## src/rtl/mcu_spi_slave.sv

```systemverilog
// Oversampled SPI mode-0 slave running entirely on clk32: byte deserializer with strobe and reply serializer.
// Define MCU_SPI_TIMEOUT_EN to abort partial bytes after TIMEOUT_CYCLES idle clk32 cycles.
module mcu_spi_slave #(
  parameter int SYNC_STAGES    = 2,
  parameter int TIMEOUT_CYCLES = 4096
) (
  input  logic       clk32,
  input  logic       reset_n,
  input  logic       mcu_sclk,
  input  logic       mcu_csn,
  input  logic       mcu_mosi,
  output logic       mcu_miso,
  output logic [7:0] rx_data,
  output logic       rx_strobe,
  output logic       rx_first,
  input  logic [7:0] tx_data,
  output logic       tx_ack,
  output logic       busy,
  output logic       abort
);

  localparam logic [1:0] WAIT_IDLE = 2'd0;
  localparam logic [1:0] IDLE      = 2'd1;
  localparam logic [1:0] SHIFT     = 2'd2;

  if (SYNC_STAGES < 2 || TIMEOUT_CYCLES < 2) begin : g_param_check
    $error("mcu_spi_slave: SYNC_STAGES and TIMEOUT_CYCLES must both be at least 2");
  end

  logic [SYNC_STAGES-1:0] sclk_sync_reg, csn_sync_reg, mosi_sync_reg;
  logic [SYNC_STAGES:0]   warm_reg;
  logic                   sclk_d_reg, csn_d_reg;
  logic [1:0]             state_reg;
  logic [2:0]             bit_cnt_reg;
  logic [6:0]             rx_shift_reg, tx_shift_reg;
  logic                   first_reg, strobe_pend_reg, first_pend_reg;
  logic                   sclk_s, csn_s, mosi_s;
  logic                   sclk_rise, sclk_fall, csn_fall;

  assign sclk_s    = sclk_sync_reg[SYNC_STAGES-1];
  assign csn_s     = csn_sync_reg[SYNC_STAGES-1];
  assign mosi_s    = mosi_sync_reg[SYNC_STAGES-1];
  assign sclk_rise = sclk_s & ~sclk_d_reg;
  assign sclk_fall = ~sclk_s & sclk_d_reg;
  assign csn_fall  = ~csn_s & csn_d_reg;

  always_ff @(posedge clk32) begin
    if (!reset_n) begin
      sclk_sync_reg <= '0;
      csn_sync_reg  <= '1;
      mosi_sync_reg <= '1;
      sclk_d_reg    <= 1'b0;
      csn_d_reg     <= 1'b1;
    end else begin
      sclk_sync_reg <= {sclk_sync_reg[SYNC_STAGES-2:0], mcu_sclk};
      csn_sync_reg  <= {csn_sync_reg[SYNC_STAGES-2:0], mcu_csn};
      mosi_sync_reg <= {mosi_sync_reg[SYNC_STAGES-2:0], mcu_mosi};
      sclk_d_reg    <= sclk_s;
      csn_d_reg     <= csn_s;
    end
  end

`ifdef MCU_SPI_TIMEOUT_EN
  localparam int TW = $clog2(TIMEOUT_CYCLES) + 1;
  localparam logic [TW-1:0] TO_LIMIT = TW'(TIMEOUT_CYCLES);
  logic [TW-1:0] timer_reg;
  logic          abort_reg;
  logic          timeout_hit;

  assign timeout_hit = (state_reg == SHIFT) && !csn_s && !sclk_rise && !sclk_fall &&
                       (timer_reg == TO_LIMIT) && (bit_cnt_reg != 3'd0);
  assign abort = abort_reg;

  // Saturates at the limit so an idle line on a byte boundary never re-triggers.
  always_ff @(posedge clk32) begin
    if (!reset_n || state_reg != SHIFT || sclk_rise || sclk_fall || timeout_hit) begin
      timer_reg <= '0;
    end else if (timer_reg != TO_LIMIT) begin
      timer_reg <= timer_reg + 1'b1;
    end
  end
`else
  assign abort = 1'b0;
`endif

  always_ff @(posedge clk32) begin
    if (!reset_n) begin
      state_reg       <= WAIT_IDLE;
      warm_reg        <= '0;
      bit_cnt_reg     <= 3'd0;
      rx_shift_reg    <= 7'd0;
      tx_shift_reg    <= 7'd0;
      first_reg       <= 1'b0;
      strobe_pend_reg <= 1'b0;
      first_pend_reg  <= 1'b0;
      mcu_miso        <= 1'b0;
      rx_data         <= 8'h00;
      rx_strobe       <= 1'b0;
      rx_first        <= 1'b0;
      tx_ack          <= 1'b0;
      busy            <= 1'b0;
`ifdef MCU_SPI_TIMEOUT_EN
      abort_reg       <= 1'b0;
`endif
    end else begin
      warm_reg        <= {warm_reg[SYNC_STAGES-1:0], 1'b1};
      rx_strobe       <= strobe_pend_reg;
      rx_first        <= strobe_pend_reg & first_pend_reg;
      strobe_pend_reg <= 1'b0;
      tx_ack          <= 1'b0;
`ifdef MCU_SPI_TIMEOUT_EN
      abort_reg       <= 1'b0;
`endif
      case (state_reg)
        // Synchronizers preload csn=1, so wait until they carry the real pin level.
        WAIT_IDLE: if (warm_reg[SYNC_STAGES] && csn_s) state_reg <= IDLE;
        IDLE: begin
          if (csn_fall) begin
            state_reg    <= SHIFT;
            tx_shift_reg <= tx_data[6:0];
            mcu_miso     <= tx_data[7];
            tx_ack       <= 1'b1;
            first_reg    <= 1'b1;
            bit_cnt_reg  <= 3'd0;
            rx_shift_reg <= 7'd0;
            busy         <= 1'b1;
          end
        end
        SHIFT: begin
          if (csn_s) begin
            state_reg    <= IDLE;
            busy         <= 1'b0;
            mcu_miso     <= 1'b0;
            rx_shift_reg <= 7'd0;
            bit_cnt_reg  <= 3'd0;
          end else if (sclk_rise) begin
            rx_shift_reg <= {rx_shift_reg[5:0], mosi_s};
            bit_cnt_reg  <= bit_cnt_reg + 3'd1;
            if (bit_cnt_reg == 3'd7) begin
              rx_data         <= {rx_shift_reg, mosi_s};
              strobe_pend_reg <= 1'b1;
              first_pend_reg  <= first_reg;
              first_reg       <= 1'b0;
            end
          end else if (sclk_fall) begin
            if (bit_cnt_reg != 3'd0) begin
              tx_shift_reg <= {tx_shift_reg[5:0], 1'b0};
              mcu_miso     <= tx_shift_reg[6];
            end else begin
              tx_shift_reg <= tx_data[6:0];
              mcu_miso     <= tx_data[7];
              tx_ack       <= 1'b1;
            end
          end
`ifdef MCU_SPI_TIMEOUT_EN
          else if (timeout_hit) begin
            rx_shift_reg <= 7'd0;
            bit_cnt_reg  <= 3'd0;
            abort_reg    <= 1'b1;
            tx_shift_reg <= tx_data[6:0];
            mcu_miso     <= tx_data[7];
            tx_ack       <= 1'b1;
          end
`endif
        end
        default: state_reg <= WAIT_IDLE;
      endcase
    end
  end

endmodule

```

## config.mk

```make
export PLATFORM = sky130hd
export DESIGN_NAME = mcu_spi_slave
export DESIGN_NICKNAME = d
export VERILOG_FILES = /design/src/rtl/mcu_spi_slave.sv
export SDC_FILE = /design/constraint.sdc
export NUM_CORES = 1
export LEC_CHECK = 0
export ABC_AREA = 1
export CAP_MARGIN = 20
export CORE_ASPECT_RATIO = 1.4
export CORE_MARGIN = 2
export CORE_UTILIZATION = 40
export CTS_BUF_LIST = sky130_fd_sc_hd__clkbuf_4 sky130_fd_sc_hd__clkbuf_8 sky130_fd_sc_hd__clkbuf_16
export DETAILED_ROUTE_END_ITERATION = 8
export PLACE_DENSITY_LB_ADDON = 0.05
export SLEW_MARGIN = 20
export SYNTH_ARGS = -nofsm -noshare
export SYNTH_HDL_FRONTEND = slang
export SYNTH_SLANG_ARGS = --single-unit
export TNS_END_PERCENT = 30
```

## constraint.sdc

```tcl
create_clock -name clk32 -period 1.81 [get_ports clk32]
set_clock_uncertainty 0.05 [all_clocks]
set_input_delay 0.362 -clock clk32 [delete_from_list [all_inputs] [get_ports clk32]]
set_output_delay 0.362 -clock clk32 [all_outputs]
set_load 0.02 [all_outputs]
```

==> results of run 1 <==
==> logic make-up (layout without fill, tap and decap cells) <==
| family | after synthesis | count (layout) | share of synthesized area, % |
|---|---|---|---|
| AND/OR/NAND/NOR | 123 | 123 | 27.2 |
| flip-flops | 46 | 46 | 48.1 |
| buffers and inverters | 43 | 72 | 9.40 |
| AO/OA/AOI/OAI | 36 | 36 | 9.86 |
| adder cells (fa/ha/maj) | 8 | 8 | 5.23 |
| other | 1 | 1 | 0.196 |
==> synth_stat cells <==
cell type and instances:
nand3_4 1, or2_2 4, clkbuf_1 5, buf_4 2, o21ai_0 13, conb_1 1
inv_1 31, buf_2 3, dfxtp_1 46, clkinv_1 1, nor2_1 29, buf_6 1
o21bai_1 1, a21oi_1 20, nand4_1 9, a21boi_0 1, o21ai_2 1, ha_1 8
nand3_1 6, nor3_1 1, nand2_2 2, nand2_1 71
==> cell usage in the layout (no fill, tap or decap), types with 4 or more instances in the layout <==
| cell type | n |
|---|---|
| nand4_1 | 9 |
| ha_1 | 8 |
| a21oi_1 | 20 |
| clkdlybuf4s50_1 | 25 |
| or2_2 | 4 |
| inv_1 | 31 |
| o21ai_0 | 13 |
| nand3_1 | 6 |
| nor2_1 | 29 |
| nand2_1 | 71 |
| clkbuf_8 | 6 |
| buf_4 | 7 |
| dfxtp_1 | 46 |
==> how the worst max path moves through the flow <==
stage               slack (ns)         start               to  depth (start not counted)
CTS                       0.14          busy             busy                          1
global route              0.01  state_reg[1]  tx_shift_reg[4]                          9
detailed placement        0.16  state_reg[0]       rx_data[7]                          8
global placement          0.20  state_reg[0]       rx_data[6]                          8
floorplan                 0.35  state_reg[0]       rx_data[7]                          8
finish                    0.15          busy             busy                          1
==> stage by stage <==
stage / total power, W / worst slack [ns]
6_report: 0.00243 / 0.152
5_1_grt: 0.00263 / 0.0111
4_1_cts: 0.00247 / 0.139
3_5_place_dp: 0.00182 / 0.162
3_3_place_gp: 0.00182 / 0.197
2_1_floorplan: 0.00166 / 0.349
==> report_power, final <==
group          internal, W  total [W]  switching, W
sequential         0.00111    0.00116     0.0000460
combinational     0.000238   0.000632      0.000394
clock             0.000323   0.000645      0.000322
==> layer usage <==
metal,vias to the layer above,share of wire (%),routed length (um)
met5,-,0,0
met4,0,2.6,93
met3,9,3.5,125
met2,29,46,1650
met1,688,48,1740
li1,849,-,-
==> layout make-up <==
class	count	area share [%]
clock inverter	1	0.214
timing repair buffer	32	13.0
clock buffer	7	3.86
inverter	32	5.31
multi-input combinational	168	34.9
sequential	46	39.4
tap	62	3.32
==> what timing repair did <==
action | 4_1_cts | 5_1_grt
endpoints found under the setup margin | 0 | 4
gates resized for setup | 0 | 1
hold buffers | 0 | 0
==> results.cfg, run 1 <==
[placement]
place_congestion = 0.811
placed_cell_area_sq_mm = 0.00224
placed_cells_incl_taps = 340
dpl.hpwl_mm = 2.50
portBuffers = 25

[timing]
fin_tns_setup_ns = 0
fin_crit_sh_pct = 91.6
timing.hold.ws_ns = 0.364
final_hold_viol_count = 0
setup-violations-final = 0
finalMaxSlewViolations = 0
rsz0062_at_grt = no
min_period_ns = 1.66
max_freq_mhz = 603

[critical_path]
start_kind = register
crit_path_max_fanout = 2
reg2reg_to = tx_shift_reg[1]
crit_slowest_cell = clkdlybuf4s50_1
critPathKind = register to primary output
crit_path_max_incr_delay_ns = 0.62
timing.rr.start = state_reg[0]
rrSetupSlack_ns = 0.22
cp_cell_sequence = clkdlybuf4s50_1
arrival_ns = 1.25
r2r_cells = 7
cp.required_ns = 1.40
worst-path-buf-inv = 1
critPathTopFamily = buffers and inverters
endpoint_kind = primary output

[outcome]
outcome = completed

[global_routing]
grtUsageMet2_pct = 26.4
top_usage_layer = met2
antenna_found_initial = 0
first_global_vias = 1510
overflow = 0
grtUsageTotal_pct = 15.1
use_met1_pct = 17.5
grt_pass1_wl_mm = 6.42
grt_max_degree = 24
grt.met3_usage_pct = 2.89

[detailed_routing]
num_vias = 1575
drc = 0
totalWireLength_mm = 3.61
ant_nets = 0
drt_iter0_markers = 69
firstDrtPassIters = 4
via_per_inst = 4.53
routedWlPerCell_um = 10.4

[worst_hold_path]
holdCritStartpoint = warm_reg[1]
hold_end = warm_reg[2]
min_path_cells = 2
hp-class = register to register

[clock_tree]
cts_made_buffers = 5
cts_tree = done
clk_latency_ns = 0.29
htree_levels = 2
clkSinkCount = 46
clockBufferDepth = 2
clockRootBuffer = clkbuf_8
post_cts_buffers = 0
clkTransAtPathRegs_ns = 0.08

[synthesis]
syn_area_sq_mm = 0.00192
synth-seq-cells = 46
ys_types = 22
synthTopCellsByArea = dfxtp_1 (48%), nand2_1 (14%), inv_1 (6.1%)
syn_nets = 278
synthCells = 257
ys_warn_count = 0
synth_top_area_share_pct = 48.1
syn_area_per_cell_sq_um = 7.45
yosysSeqAreaShare_pct = 48.1
synth_top_area_cell = dfxtp_1

[floorplan]
core_area_sq_mm = 0.00457
die-width_um = 62.5
start_util_pct = 41.9
die_h_um = 85.9
die_area_sq_mm = 0.00537
io_pins = 27
num_rows = 29

[cells_and_area]
synthToLayoutAreaGrowth_pct = 21.9
largest_reg_flops = 8
multiInputGateArea_sq_um = 815
fin_cells = 348
fin_area_sq_mm = 0.00233
finalNetCount = 306
num_antenna_cells = 0
num-fill-cells = 478
utilization_pct = 51.1
drive_gt1_share_pct = 8.39
regArea_sq_um = 921

[pwr]
p_leak_nw = 1.03
ir_drop_mv = 0.563
power.density_mw_per_mm2 = 1040

[run]
drv_cap = 0
Note: power is estimated with default switching activity, not from simulation.
==> inputs of run 2 (changes only) <==
Clock period 1.81 ns to 1.8 ns, I/O delays scaled along.
==> results of run 2 <==
The final DEF is identical to that of run 1. Status: completed.
Among the figures that moved: setup slack after placement 0.162 ns -> 0.152 ns; setup slack after layout 0.152 ns -> 0.144 ns; register-to-register setup slack 0.22 ns -> 0.21 ns; total power 0.00243 W -> 0.00245 W; worst IR drop on VDD 0.563 mV -> 0.567 mV
==> inputs of run 3 (changes only) <==
Settings changed: CORE_ASPECT_RATIO 1.4 to not set.
Clock period 1.8 ns to 1.5 ns, I/O delays scaled along.
==> run 3 against run 2 <==
  * Count of clock-buffer cells in the layout unchanged
  * Via count up 6.9%
  * Critical endpoint is now state_reg[0]
  * Combinational power up 72%
  * Global-route usage up 0.20 points
==> results.cfg, run 3 (same netlist as run 1, synthesis figures left out) <==
[outcome]
outcome = completed

[detailed_routing]
ant_nets = 0
drt_iter0_markers = 111
totalWireLength_mm = 3.84
routedWlPerCell_um = 11.0
num_vias = 1684
firstDrtPassIters = 4
drc = 0
via_per_inst = 4.81

[critical_path]
start_kind = register
crit_slowest_cell = dfxtp_2
cp.required_ns = 1.64
cp_common_cell = nand2_1
cp_cell_sequence = inv_1 > buf_4 > ha_1 > nand2_1 > nand2_1 > nor2_1 > nand2_1 > o21ai_0 > nor2_1
arrival_ns = 1.55
critPathKind = register to register
crit_path_max_incr_delay_ns = 0.37
crit_path_max_fanout = 3
endpoint_kind = register
r2r_cells = 9

[global_routing]
first_global_vias = 1435
grt_max_degree = 24
grt_pass1_wl_mm = 6.32
antenna_found_initial = 0
overflow = 0
grtUsageTotal_pct = 15.3

[floorplan]
die-width_um = 73.2
io_pins = 27
die_area_sq_mm = 0.00536
start_util_pct = 41.1
core_area_sq_mm = 0.00466
die_h_um = 73.2
num_rows = 25

[cells_and_area]
layout_commonest_cell = nand2_1
finalNetCount = 317
utilization_pct = 53.9
num_antenna_cells = 0
final_cell_mix = nand2_1 (67), dfxtp_1 (43), inv_1 (29)
drive_gt1_share_pct = 17.2
largest_reg_flops = 8
synthToLayoutAreaGrowth_pct = 31.0
num-fill-cells = 456

[timing]
fin_tns_setup_ns = 0
setup-violations-final = 0
final_hold_viol_count = 0
timing.hold.ws_ns = 0.365
min_period_ns = 1.41
fin_crit_sh_pct = 93.9
max_freq_mhz = 710
finalWorstSetupSlack_ns = 0.0909
finalMaxSlewViolations = 0

[pwr]
combPwrFrac_pct = 33.6
clock_power_share_pct = 23.0
internal-power_w = 0.00218
p_leak_nw = 1.17
switching_power_w = 0.00106
power.density_mw_per_mm2 = 1290
ir_drop_mv = 0.827
seq_power_share_pct = 43.3
p_sw_share_pct = 32.7

[clock_tree]
cts_made_buffers = 5
htree_levels = 2
clkSinkCount = 46
clockBufferDepth = 2
clkTransAtPathRegs_ns = 0.07
clk_latency_ns = 0.30
cts_tree = done
clockRootBuffer = clkbuf_8

[worst_hold_path]
min_path_cells = 2
hp-class = register to register

[placement]
portBuffers = 25
place_congestion = 0.772
dpl.hpwl_mm = 2.54
pre_cts_slack_ns = -0.0129

[run]
drv_cap = 0
==> run 3: per-layer routing <==
metal	share of wire (%)	global-route usage [%]	wire, um	vias to the layer above
met5	0	0	0	-
met4	2.2	8.02	85	0
met3	4.3	3.04	164	7
met2	45	23.0	1730	37
met1	48	20.5	1860	759
li1	-	-	-	881
==> run 3: cell type report <==
| class | instances | area [sq um] | area share [%] |
|---|---|---|---|
| Sequential cell | 46 | 925 | 36.8 |
| Inverter | 32 | 123 | 4.89 |
| Multi-Input combinational cell | 169 | 917 | 36.5 |
| Timing Repair Buffer | 42 | 394 | 15.7 |
| Tap cell | 54 | 67.6 | 2.69 |
| Clock buffer | 7 | 83.8 | 3.34 |
==> run 3: power groups by stage <==
stage                     Sequential, W  Combinational (W)  Clock [W]
after global routing            0.00142            0.00121   0.000806
after floorplan                 0.00144           0.000565          0
after detailed placement        0.00142           0.000911          0
after CTS                       0.00139           0.000906   0.000768
final                           0.00140            0.00109   0.000745
after global placement          0.00142           0.000905          0
==> run 3: worst max-delay path: cells and delay by family (launching register included) <==
kind                       cells  cell delay, ns
AOI/OAI and AO/OA              1            0.07
adders and majority gates      1            0.19
buffers and inverters          2            0.22
DFF                            1            0.37
and+or+nand+nor                5            0.40
==> run 3: metrics by stage <==
step	cells	total power, W	instance area, sq um
3_3_place_gp	341	0.00232	2320
4_1_cts	348	0.00306	2390
5_1_grt	350	0.00343	2510
3_5_place_dp	341	0.00233	2320
2_1_floorplan	257	0.00200	1920
6_report	350	0.00323	2510
==> run 3: path summary, 6_finish.rpt <==
path / to / startpoint / slack [ns]
setup / recovery: state_reg[0] / state_reg[1] / 0.09
hold reg to reg: warm_reg[1] / warm_reg[0] / 0.36
hold / removal: warm_reg[1] / warm_reg[0] / 0.36
setup reg to reg: state_reg[0] / state_reg[1] / 0.09
==> run 3: what timing repair did <==
action	CTS	global route
pin swaps	0	4
hold buffers	0	0
gates cloned	0	2
setup buffers	0	0
endpoints found under the setup margin	27	29
resized for setup	15	33
